$ cat src/rtl/stack_mem_ctrl_pkg.sv
// Shared constants for the stack PUSH/POP memory engine: FSM encoding,
// error codes and default stack bounds.
package stack_mem_ctrl_pkg;

    localparam int unsigned SMC_DATA_W = 16;

    localparam logic [2:0] ST_IDLE   = 3'd0;
    localparam logic [2:0] ST_WRITE  = 3'd1;
    localparam logic [2:0] ST_READ   = 3'd2;
    localparam logic [2:0] ST_COMMIT = 3'd3;
    localparam logic [2:0] ST_FAIL   = 3'd4;

    localparam logic [1:0] ERR_OVERFLOW  = 2'd0;
    localparam logic [1:0] ERR_UNDERFLOW = 2'd1;
    localparam logic [1:0] ERR_ILLEGAL   = 2'd2;
    localparam logic [1:0] ERR_TIMEOUT   = 2'd3;

    localparam logic [SMC_DATA_W-1:0] DEF_STACK_TOP   = 16'h0400;
    localparam logic [SMC_DATA_W-1:0] DEF_STACK_LIMIT = 16'h0300;
    localparam int unsigned           DEF_TIMEOUT     = 15;

endpackage

$ cat src/rtl/stack_wait_timer.sv
// Wait-cycle counter for memory handshakes: clear on access start, count
// non-ready cycles, flag the cycle that reaches the timeout.
module stack_wait_timer #(
    parameter int unsigned TIMEOUT = 15
) (
    input  logic clk,
    input  logic rst_n,
    input  logic clr_i,
    input  logic en_i,
    output logic expired_o
);
    localparam int unsigned CW = $clog2(TIMEOUT + 1);

    logic [CW-1:0] cnt_q, cnt_d;

    always_comb begin
        cnt_d = cnt_q;
        if (clr_i)
            cnt_d = '0;
        else if (en_i)
            cnt_d = cnt_q + CW'(1);
    end

    always_ff @(posedge clk or negedge rst_n) begin
        if (!rst_n)
            cnt_q <= '0;
        else
            cnt_q <= cnt_d;
    end

    // Fires during the TIMEOUT-th consecutive non-ready cycle.
    assign expired_o = en_i && (cnt_q == CW'(TIMEOUT - 1));

endmodule

$ cat src/rtl/stack_mem_ctrl.sv
// Stack PUSH/POP memory engine: bounds-checks SP, runs one data-memory access
// with a ready handshake, then strobes the register file to move SP.
module stack_mem_ctrl
    import stack_mem_ctrl_pkg::*;
#(
    parameter int unsigned        DATA_W      = SMC_DATA_W,
    parameter logic [DATA_W-1:0]  STACK_TOP   = DEF_STACK_TOP,
    parameter logic [DATA_W-1:0]  STACK_LIMIT = DEF_STACK_LIMIT,
    parameter int unsigned        TIMEOUT     = DEF_TIMEOUT
) (
    input  logic              clk,
    input  logic              reset,
    input  logic              push_req,
    input  logic              pop_req,
    input  logic [DATA_W-1:0] push_data,
    input  logic [DATA_W-1:0] sp_in,
    output logic              req_ready,
    output logic              sp_push,
    output logic              sp_pop,
    output logic [DATA_W-1:0] pop_data,
    output logic              done,
    output logic              err,
    output logic [1:0]        err_code,
    output logic [DATA_W-1:0] mem_addr,
    output logic [DATA_W-1:0] mem_wdata,
    output logic              mem_we,
    output logic              mem_re,
    input  logic [DATA_W-1:0] mem_rdata,
    input  logic              mem_ready
);
    logic [2:0]        state_q, state_d;
    logic [DATA_W-1:0] addr_q, addr_d;
    logic [DATA_W-1:0] wdata_q, wdata_d;
    logic [DATA_W-1:0] pop_data_q, pop_data_d;
    logic [1:0]        err_code_q, err_code_d;
    logic              is_push_q, is_push_d;
    logic              tmr_clr, tmr_en, tmr_expired;

    stack_wait_timer #(.TIMEOUT(TIMEOUT)) u_timer (
        .clk      (clk),
        .rst_n    (reset),
        .clr_i    (tmr_clr),
        .en_i     (tmr_en),
        .expired_o(tmr_expired)
    );

    assign tmr_en = ((state_q == ST_WRITE) || (state_q == ST_READ)) && !mem_ready;

    always_comb begin
        state_d    = state_q;
        addr_d     = addr_q;
        wdata_d    = wdata_q;
        pop_data_d = pop_data_q;
        err_code_d = err_code_q;
        is_push_d  = is_push_q;
        tmr_clr    = 1'b0;
        case (state_q)
            ST_IDLE: begin
                if (push_req && pop_req) begin
                    err_code_d = ERR_ILLEGAL;
                    state_d    = ST_FAIL;
                end else if (push_req) begin
                    if (sp_in == STACK_LIMIT) begin
                        err_code_d = ERR_OVERFLOW;
                        state_d    = ST_FAIL;
                    end else begin
                        // SP points at the last filled slot; push goes one below.
                        addr_d    = sp_in - DATA_W'(1);
                        wdata_d   = push_data;
                        is_push_d = 1'b1;
                        tmr_clr   = 1'b1;
                        state_d   = ST_WRITE;
                    end
                end else if (pop_req) begin
                    if (sp_in == STACK_TOP) begin
                        err_code_d = ERR_UNDERFLOW;
                        state_d    = ST_FAIL;
                    end else begin
                        addr_d    = sp_in;
                        is_push_d = 1'b0;
                        tmr_clr   = 1'b1;
                        state_d   = ST_READ;
                    end
                end
            end
            ST_WRITE: begin
                if (mem_ready) begin
                    state_d = ST_COMMIT;
                end else if (tmr_expired) begin
                    err_code_d = ERR_TIMEOUT;
                    state_d    = ST_FAIL;
                end
            end
            ST_READ: begin
                if (mem_ready) begin
                    pop_data_d = mem_rdata;
                    state_d    = ST_COMMIT;
                end else if (tmr_expired) begin
                    err_code_d = ERR_TIMEOUT;
                    state_d    = ST_FAIL;
                end
            end
            ST_COMMIT: state_d = ST_IDLE;
            ST_FAIL:   state_d = ST_IDLE;
            default:   state_d = ST_IDLE;
        endcase
    end

    always_ff @(posedge clk or negedge reset) begin
        if (!reset) begin
            state_q    <= ST_IDLE;
            addr_q     <= '0;
            wdata_q    <= '0;
            pop_data_q <= '0;
            err_code_q <= ERR_OVERFLOW;
            is_push_q  <= 1'b0;
        end else begin
            state_q    <= state_d;
            addr_q     <= addr_d;
            wdata_q    <= wdata_d;
            pop_data_q <= pop_data_d;
            err_code_q <= err_code_d;
            is_push_q  <= is_push_d;
        end
    end

    // Outputs decode straight from state so reset drops the access immediately.
    assign req_ready = (state_q == ST_IDLE);
    assign mem_we    = (state_q == ST_WRITE);
    assign mem_re    = (state_q == ST_READ);
    assign done      = (state_q == ST_COMMIT);
    assign sp_push   = (state_q == ST_COMMIT) && is_push_q;
    assign sp_pop    = (state_q == ST_COMMIT) && !is_push_q;
    assign err       = (state_q == ST_FAIL);
    assign err_code  = err_code_q;
    assign pop_data  = pop_data_q;
    assign mem_addr  = addr_q;
    assign mem_wdata = wdata_q;

endmodule

$ cat config.mk
export PLATFORM = sky130hd
export DESIGN_NAME = stack_mem_ctrl
export DESIGN_NICKNAME = d
export VERILOG_FILES = /design/src/rtl/stack_mem_ctrl_pkg.sv /design/src/rtl/stack_wait_timer.sv /design/src/rtl/stack_mem_ctrl.sv
export SDC_FILE = /design/constraint.sdc
export NUM_CORES = 1
export LEC_CHECK = 0
export ABC_AREA = 1
export ABC_CLOCK_PERIOD_IN_PS = 2800
export CAP_MARGIN = 10
export CORE_UTILIZATION = 45
export CTS_CLUSTER_DIAMETER = 120
export DETAILED_ROUTE_END_ITERATION = 10
export PLACE_DENSITY = 0.82
export SETUP_SLACK_MARGIN = 0.1
export SYNTH_ARGS = -nofsm -noshare
export SYNTH_HDL_FRONTEND = slang
export SYNTH_SLANG_ARGS = --single-unit
$ cat constraint.sdc
create_clock -name clk -period 2.8 [get_ports clk]
set_clock_uncertainty 0.05 [all_clocks]
set_input_delay 0.42 -clock clk [delete_from_list [all_inputs] [get_ports clk]]
set_output_delay 0.42 -clock clk [all_outputs]
set_load 0.005 [all_outputs]
==> flow_summary.yaml <==
outcome:
  status: "finished, final reports clean"
pwr:
  seqPwrFrac_pct: 36.9
  p_leak_nw: 2.04
  ir_drop_uv: 567
  powerDensity_mw_per_mm2: 941
  p_int_w: 0.00274
  p_clk_share_pct: 18.9
  combPwrFrac_pct: 44.1
  swShare_pct: 30.8
  switchingPower_w: 0.00122
yosys:
  yosysWarnings: 0
  syn_area_mm2: 0.00289
  ys_ff_latch: 58
  yosysSeqAreaShare_pct: 50.3
  synth.distinct_cells: 28
  synth_nets: 391
  synth.avg_cell_area_um2: 8.61
  syn_inst: 335
detailed_routing:
  via_count: 2534
  detail_route.wl_per_cell_um: 12.5
  drtPass1Iterations: 4
  drt_first_iter_violations: 75
  wirelength_mm: 6.60
  route.antenna.remaining_nets: 0
  drc: 0
  vias_per_cell: 4.81
clock_tree:
  insertion_delay_ns: 0.32
  path_clk_slew_ns: 0.07
  cts_resized: 0
  clockBufferDepth: 2
  cts_setup_buffers: 0
  cts_tree: "built"
  cts_hold_buf: 0
  numCtsBuffers: 9
  cts.sinks: 58
  cts_max_level: 3
  cts_root_buffer: "clkbuf_8"
place:
  dp_slack_ns: 0.531
  gp_congestion: 0.815
  detailed_place_hpwl_mm: 4.99
  port_buffers: 109
  dp.cells: 513
  placed_cell_area_mm2: 0.00401
global_routing:
  grt_pass1_vias: 2403
  use_met1_pct: 24.5
  track_usage_pct: 20.4
  grt-ovfl-total: 0
  grt_pass1_wl_mm: 10.4
  grt_busiest_layer: "met2"
  grt_max_degree: 34
  antenna_found_initial: 0
  gr-usage-met3_pct: 4.67
  use_met2_pct: 34.6
sta:
  fin_tns_setup_ns: 0
  fmax_ghz: 0.474
  final-setup-viol-count: 0
  maxSlewViolCount: 0
  hold_viol: 0
  finalCriticalPeriod_ns: 2.11
  worstMarginPinSlew_ns: 0.682
  relSlewSlack_pct: 54.5
  finalWorstSetupSlack_ns: 0.690
  grt_setup_unrepaired: "no"
  min_period_over_period_pct: 75.3
finish:
  drive_above_1_share_pct: 11.5
  regArea_mm2: 0.00145
  n_antenna_cell: 0
  fin_util_pct: 69.4
  multi_input_area_mm2: 0.00126
  fin_nets: 505
  syn2layout_area_growth_pct: 45.7
  finalNonFillerCells: 527
  fill_cells: 494
  final_area_mm2: 0.00420
die:
  dieArea_mm2: 0.00674
  ios: 110
  start_util_pct: 47.6
  die-height_um: 82.1
  fp-row-count: 28
  fp.dieW_um: 82.1
  placeableCoreArea_mm2: 0.00606
setup_path:
  arrival_ns: 1.64
  end_kind: "output pin"
  cp-start-kind: "flop"
  critPathKind: "flop to output pin"
  crit_path_max_fanout: 4
  worstPathRequired_ns: 2.33
job:
  cap_violations: 0
hold_path:
  hp-class: "primary input to async pin"
## stage by stage
stage,total power [W],hold slack [ns]
global placement,0.00318,0.412
finish,0.00395,0.0773
detailed placement,0.00324,0.416
floorplan,0.00225,0.0744
global route,0.00424,0.140
CTS,0.00400,0.0955
## layout make-up
type / count / area share, %
Tap cell: 75 / 2.23
Timing Repair Buffer: 111 / 26.2
Inverter: 29 / 2.59
Clock inverter: 3 / 0.952
Multi-Input combinational cell: 240 / 29.9
Clock buffer: 11 / 3.60
Sequential cell: 58 / 34.5
## cells in the mapped netlist (all sizes together)
| master | count | area, um^2 |
|---|---|---|
| inv | 29 | 109 |
| a21o | 1 | 7.51 |
| a21oi | 4 | 20.0 |
| ha | 3 | 37.5 |
| o21ai | 15 | 75.1 |
| nor2 | 34 | 155 |
| xor2 | 5 | 43.8 |
| nand4 | 7 | 43.8 |
| o211ai | 1 | 7.51 |
| xnor2 | 3 | 26.3 |
| nor3 | 1 | 5.00 |
| nand2 | 129 | 512 |
| mux2 | 16 | 206 |
| buf | 8 | 67.6 |
| nand3b | 1 | 7.51 |
| dfrtp | 58 | 1450 |
| nand3 | 18 | 95.1 |
| o21a | 2 | 15.0 |
## power by group through the flow
stage,clock (W),sequential [W],combinational (W)
3_3_place_gp,0,0.00146,0.00172
2_1_floorplan,0,0.00148,0.000775
6_report,0.000749,0.00146,0.00175
3_5_place_dp,0,0.00147,0.00177
5_1_grt,0.000798,0.00151,0.00193
4_1_cts,0.000760,0.00146,0.00177
## worst max-delay path, cell delays in order (launching register included)
cell             delay, ns
dfrtp_1               0.41
nor2_1                0.19
nand2_1               0.12
inv_2                 0.09
clkdlybuf4s50_1       0.51
## sequential cells by signal (all words and copies together) (netlist names)
signal	cells
mem_wdata	16
is_push_q	1
mem_addr	16
u_timer.cnt_q	4
pop_data	16
state_q	3
err_code	2
## cell families (layout without fill, tap and decap cells)
family	Yosys count	in the layout	share of synthesized area, %
xor gates and xnor gates	8	8	2.43
AOI/OAI and AO/OA	23	23	4.34
muxes	16	16	7.16
and+or+nand+nor	190	190	28.4
DFF	58	58	50.3
buffers and inverters	37	154	6.11
adders and majority gates	3	3	1.30
## metal layers
| layer | routed length [um] | part of all wire (%) |
|---|---|---|
| met1 | 2920 | 44 |
| met2 | 3220 | 49 |
| met3 | 322 | 4.9 |
| met4 | 129 | 2.0 |
| met5 | 0 | 0 |
## placed cells by master, fill, tap and decap left out, drive strengths merged
master	Yosys	routed
dfrtp	58	58
clkdlybuf4s50	0	108
nand3	18	18
o21a	2	2
xnor2	3	3
inv	29	29
mux2	16	16
nor3	1	1
nor2	34	34
clkinv	0	2
buf	8	3
nand4	7	7
bufinv	0	1
o21ai	15	15
a21o	1	1
clkbuf	0	11
nand3b	1	1
ha	3	3
xor2	5	5
nand2	129	129
o211ai	1	1
a21oi	4	4
## worst paths after layout
path                                  start             to  slack (ns)  depth (start not counted)
worst min register to register  err_code[0]    err_code[0]        0.42                          2
worst min-delay path                  reset   pop_data[14]        0.08                          1
worst max register to register   state_q[2]   mem_wdata[4]        1.19                          7
max in group asynchronous             reset  mem_wdata[14]        1.81                          2
worst max-delay path             state_q[2]      req_ready        0.69                          4
min in group clk                err_code[0]    err_code[0]        0.42                          2
(Power assumes the default switching activity.)
==> patch: new RTL, same settings <==
Set the package constant `DEF_TIMEOUT` to 30 (it was 15).
--- a/src/rtl/stack_mem_ctrl_pkg.sv
+++ b/src/rtl/stack_mem_ctrl_pkg.sv
@@ -17,7 +17,7 @@
 
     localparam logic [SMC_DATA_W-1:0] DEF_STACK_TOP   = 16'h0400;
     localparam logic [SMC_DATA_W-1:0] DEF_STACK_LIMIT = 16'h0300;
-    localparam int unsigned           DEF_TIMEOUT     = 15;
+    localparam int unsigned           DEF_TIMEOUT     = 30;
 
 endpackage
 
Function: same outputs for any inputs over 4 cycles, from zero or initial values and one cycle with reset low; that may be too few to reach the edited logic, so the function may still have changed.
==> patch against the original RTL <==
  * The run now ends with DRC left
  * Synthesized cell count increased by 2.4%
  * Core utilization decreased by 1.3 points
  * Wire length increased by 6.0%
  * Area after synthesis increased by 5.6%
  * Cell count increased by 2.8%
  * Final area increased by 4.5%
  * Sequential power increased by 3%
  * Worst hold slack got worse by 0.042 ns
  * Power increased by 4.9%
  * Sequential cell count increased by 1
  * Highest routed layer unchanged
  * Non-clock buffer count increased by 3
  * Largest cell class unchanged
  * Worst setup slack got worse by 0.012 ns
==> patch: results (changes against the original RTL) <==
Outcome
  • Status: finished with violations
  • Failing checks: DRC

Synthesis
  • Adder-cell share of the synthesized area: 1.23% (-0.068 points)
  • Area contributors post-synth: dfrtp_1 48%, nand2_1 11%, inv_1 5.3%, mux2_4 4.9%, nor2_1 3.8%
  • Sequential cell area fraction in the yosys report: 48.5% (-1.8 points)
  • Multiplexer share of the synthesized area: 7.15% (about the same)
  • Synth Area in XOR/XNOR: 3.45% (+1.0 points)
  • Commonest cells in the netlist: 87 x nand2_1, 59 x dfrtp_1, 43 x inv_1, 31 x nor2_1, 19 x o21ai_0
  • Cells after synthesis: 343 (+2.4%)
  • Post-synthesis compound-gate area fraction: 8.30% (+4.0 points)
  • Post-synthesis cell type count: 29 (+3.6%)
  • Syn Nets: 399 (+2.0%)

Pwr
  • Clock group: 0.000782 W (+4.4%)
  • Sequential power share: 36.2% (-0.7 points)
  • Internal Power: 0.00281 W (+2.6%)
  • Leak pwr: 2.12 nW (+3.9%)

Drt
  • 1st-iter DRT viols: 111 (+48%)
  • Total Wirelength: 6990 um (+6.0%)
  • DR vias/cell: 4.75 (-1.1%)
  • # DRC: 10 (+10)
  • DRT Pass-1 Iters: 7 (+3)

Critical path
  • Register-to-Register Setup Slack: 1.07 ns (-0.12 ns)
  • RR Endpoint: mem_wdata[5]
  • Max stage delay on crit path: 0.52 ns
  • RR Startpoint: state_q[0]

Global route
  • Pin count of the biggest net entering global routing: 27 (-21%)
  • Vias in the first global route: 2521 (+4.9%)
  • GRT Util Overall: 20.8% (+0.36 points)
  • Global-route wire length before repair: 11500 um (+11%)

Clocking
  • Worst-skew pair later-pin latency: 0.34 ns (+0.02 ns)
  • Num CTS Buffers: 9 (unchanged)
  • Post_cts resized: 0 (unchanged)
  • Max H-tree Level: 3 (unchanged)

Placement
  • Placed cell area: 4190 um2 (+4.5%)
  • Cell total after placement: 526 (+2.5%)
  • Gp weighted congestion: 0.860 (+5.5%)
  • Pre-CTS WS: 0.383 ns (-0.148 ns)
  • Port Buf Inserts: 109 (unchanged)
  • Post-DP HPWL: 5330 um (+6.9%)

Cells and area
  • Post-layout nets: 516 (+2.2%)
  • Share of layout cells above drive strength 1: 15.7% (+4.2 points)
  • Non-Filler Instances: 542 (+2.8%)

STA
  • Max_slew headroom: 60.0% (+5.5 points)
-- patch: metrics by stage --
| stage | power [W] | hold slack [ns] |
|---|---|---|
| 6_report | 0.00415 | 0.0354 |
| 4_1_cts | 0.00420 | 0.0410 |
| 3_3_place_gp | 0.00332 | 0.400 |
| 5_1_grt | 0.00443 | 0.0660 |
| 2_1_floorplan | 0.00237 | 0.0744 |
| 3_5_place_dp | 0.00338 | 0.409 |
-- patch: logic make-up after synthesis --
kind of cell | Yosys count
xor+xnor | 12
fa+ha+maj | 3
mux | 16
buf+inv | 55
flops | 59
simple gates | 159
compound gates | 39
-- patch: layer usage --
layer	vias up	routed length [um]	share of wire (%)	GRT usage (%)
met5	-	0	0	0
met4	0	135	1.9	9.25
met3	14	286	4.1	4.13
met2	61	3550	51	35.8
met1	1187	3020	43	25.4
li1	1315	-	-	-
-- patch: worst max path at each step --
stage	endpoint	slack, ns	depth (start not counted)
floorplan	u_timer.cnt_q[1]	1.26	10
global placement	mem_wdata[0]	0.49	10
detailed placement	mem_wdata[5]	0.38	9
CTS	req_ready	0.67	4
global route	req_ready	0.58	4
finish	req_ready	0.68	4
-- patch: area by class of cell --
class / instances / area, um2
clock buffers: 10 / 138
clock inverters: 6 / 63.8
fillers: 516 / 2070
inverters: 47 / 176
multi-input cells: 229 / 1310
flip-flops and latches: 59 / 1480
well taps: 77 / 96.3
repair buffers: 114 / 1140
-- patch: worst reg2reg max path, delay by kind of cell, from the launching register on --
kind / cells / cell delay, ns
buffers and inverters: 2 / 0.44
AO/OA/AOI/OAI: 1 / 0.08
flip-flops: 1 / 0.44
AND/OR/NAND/NOR: 4 / 0.59
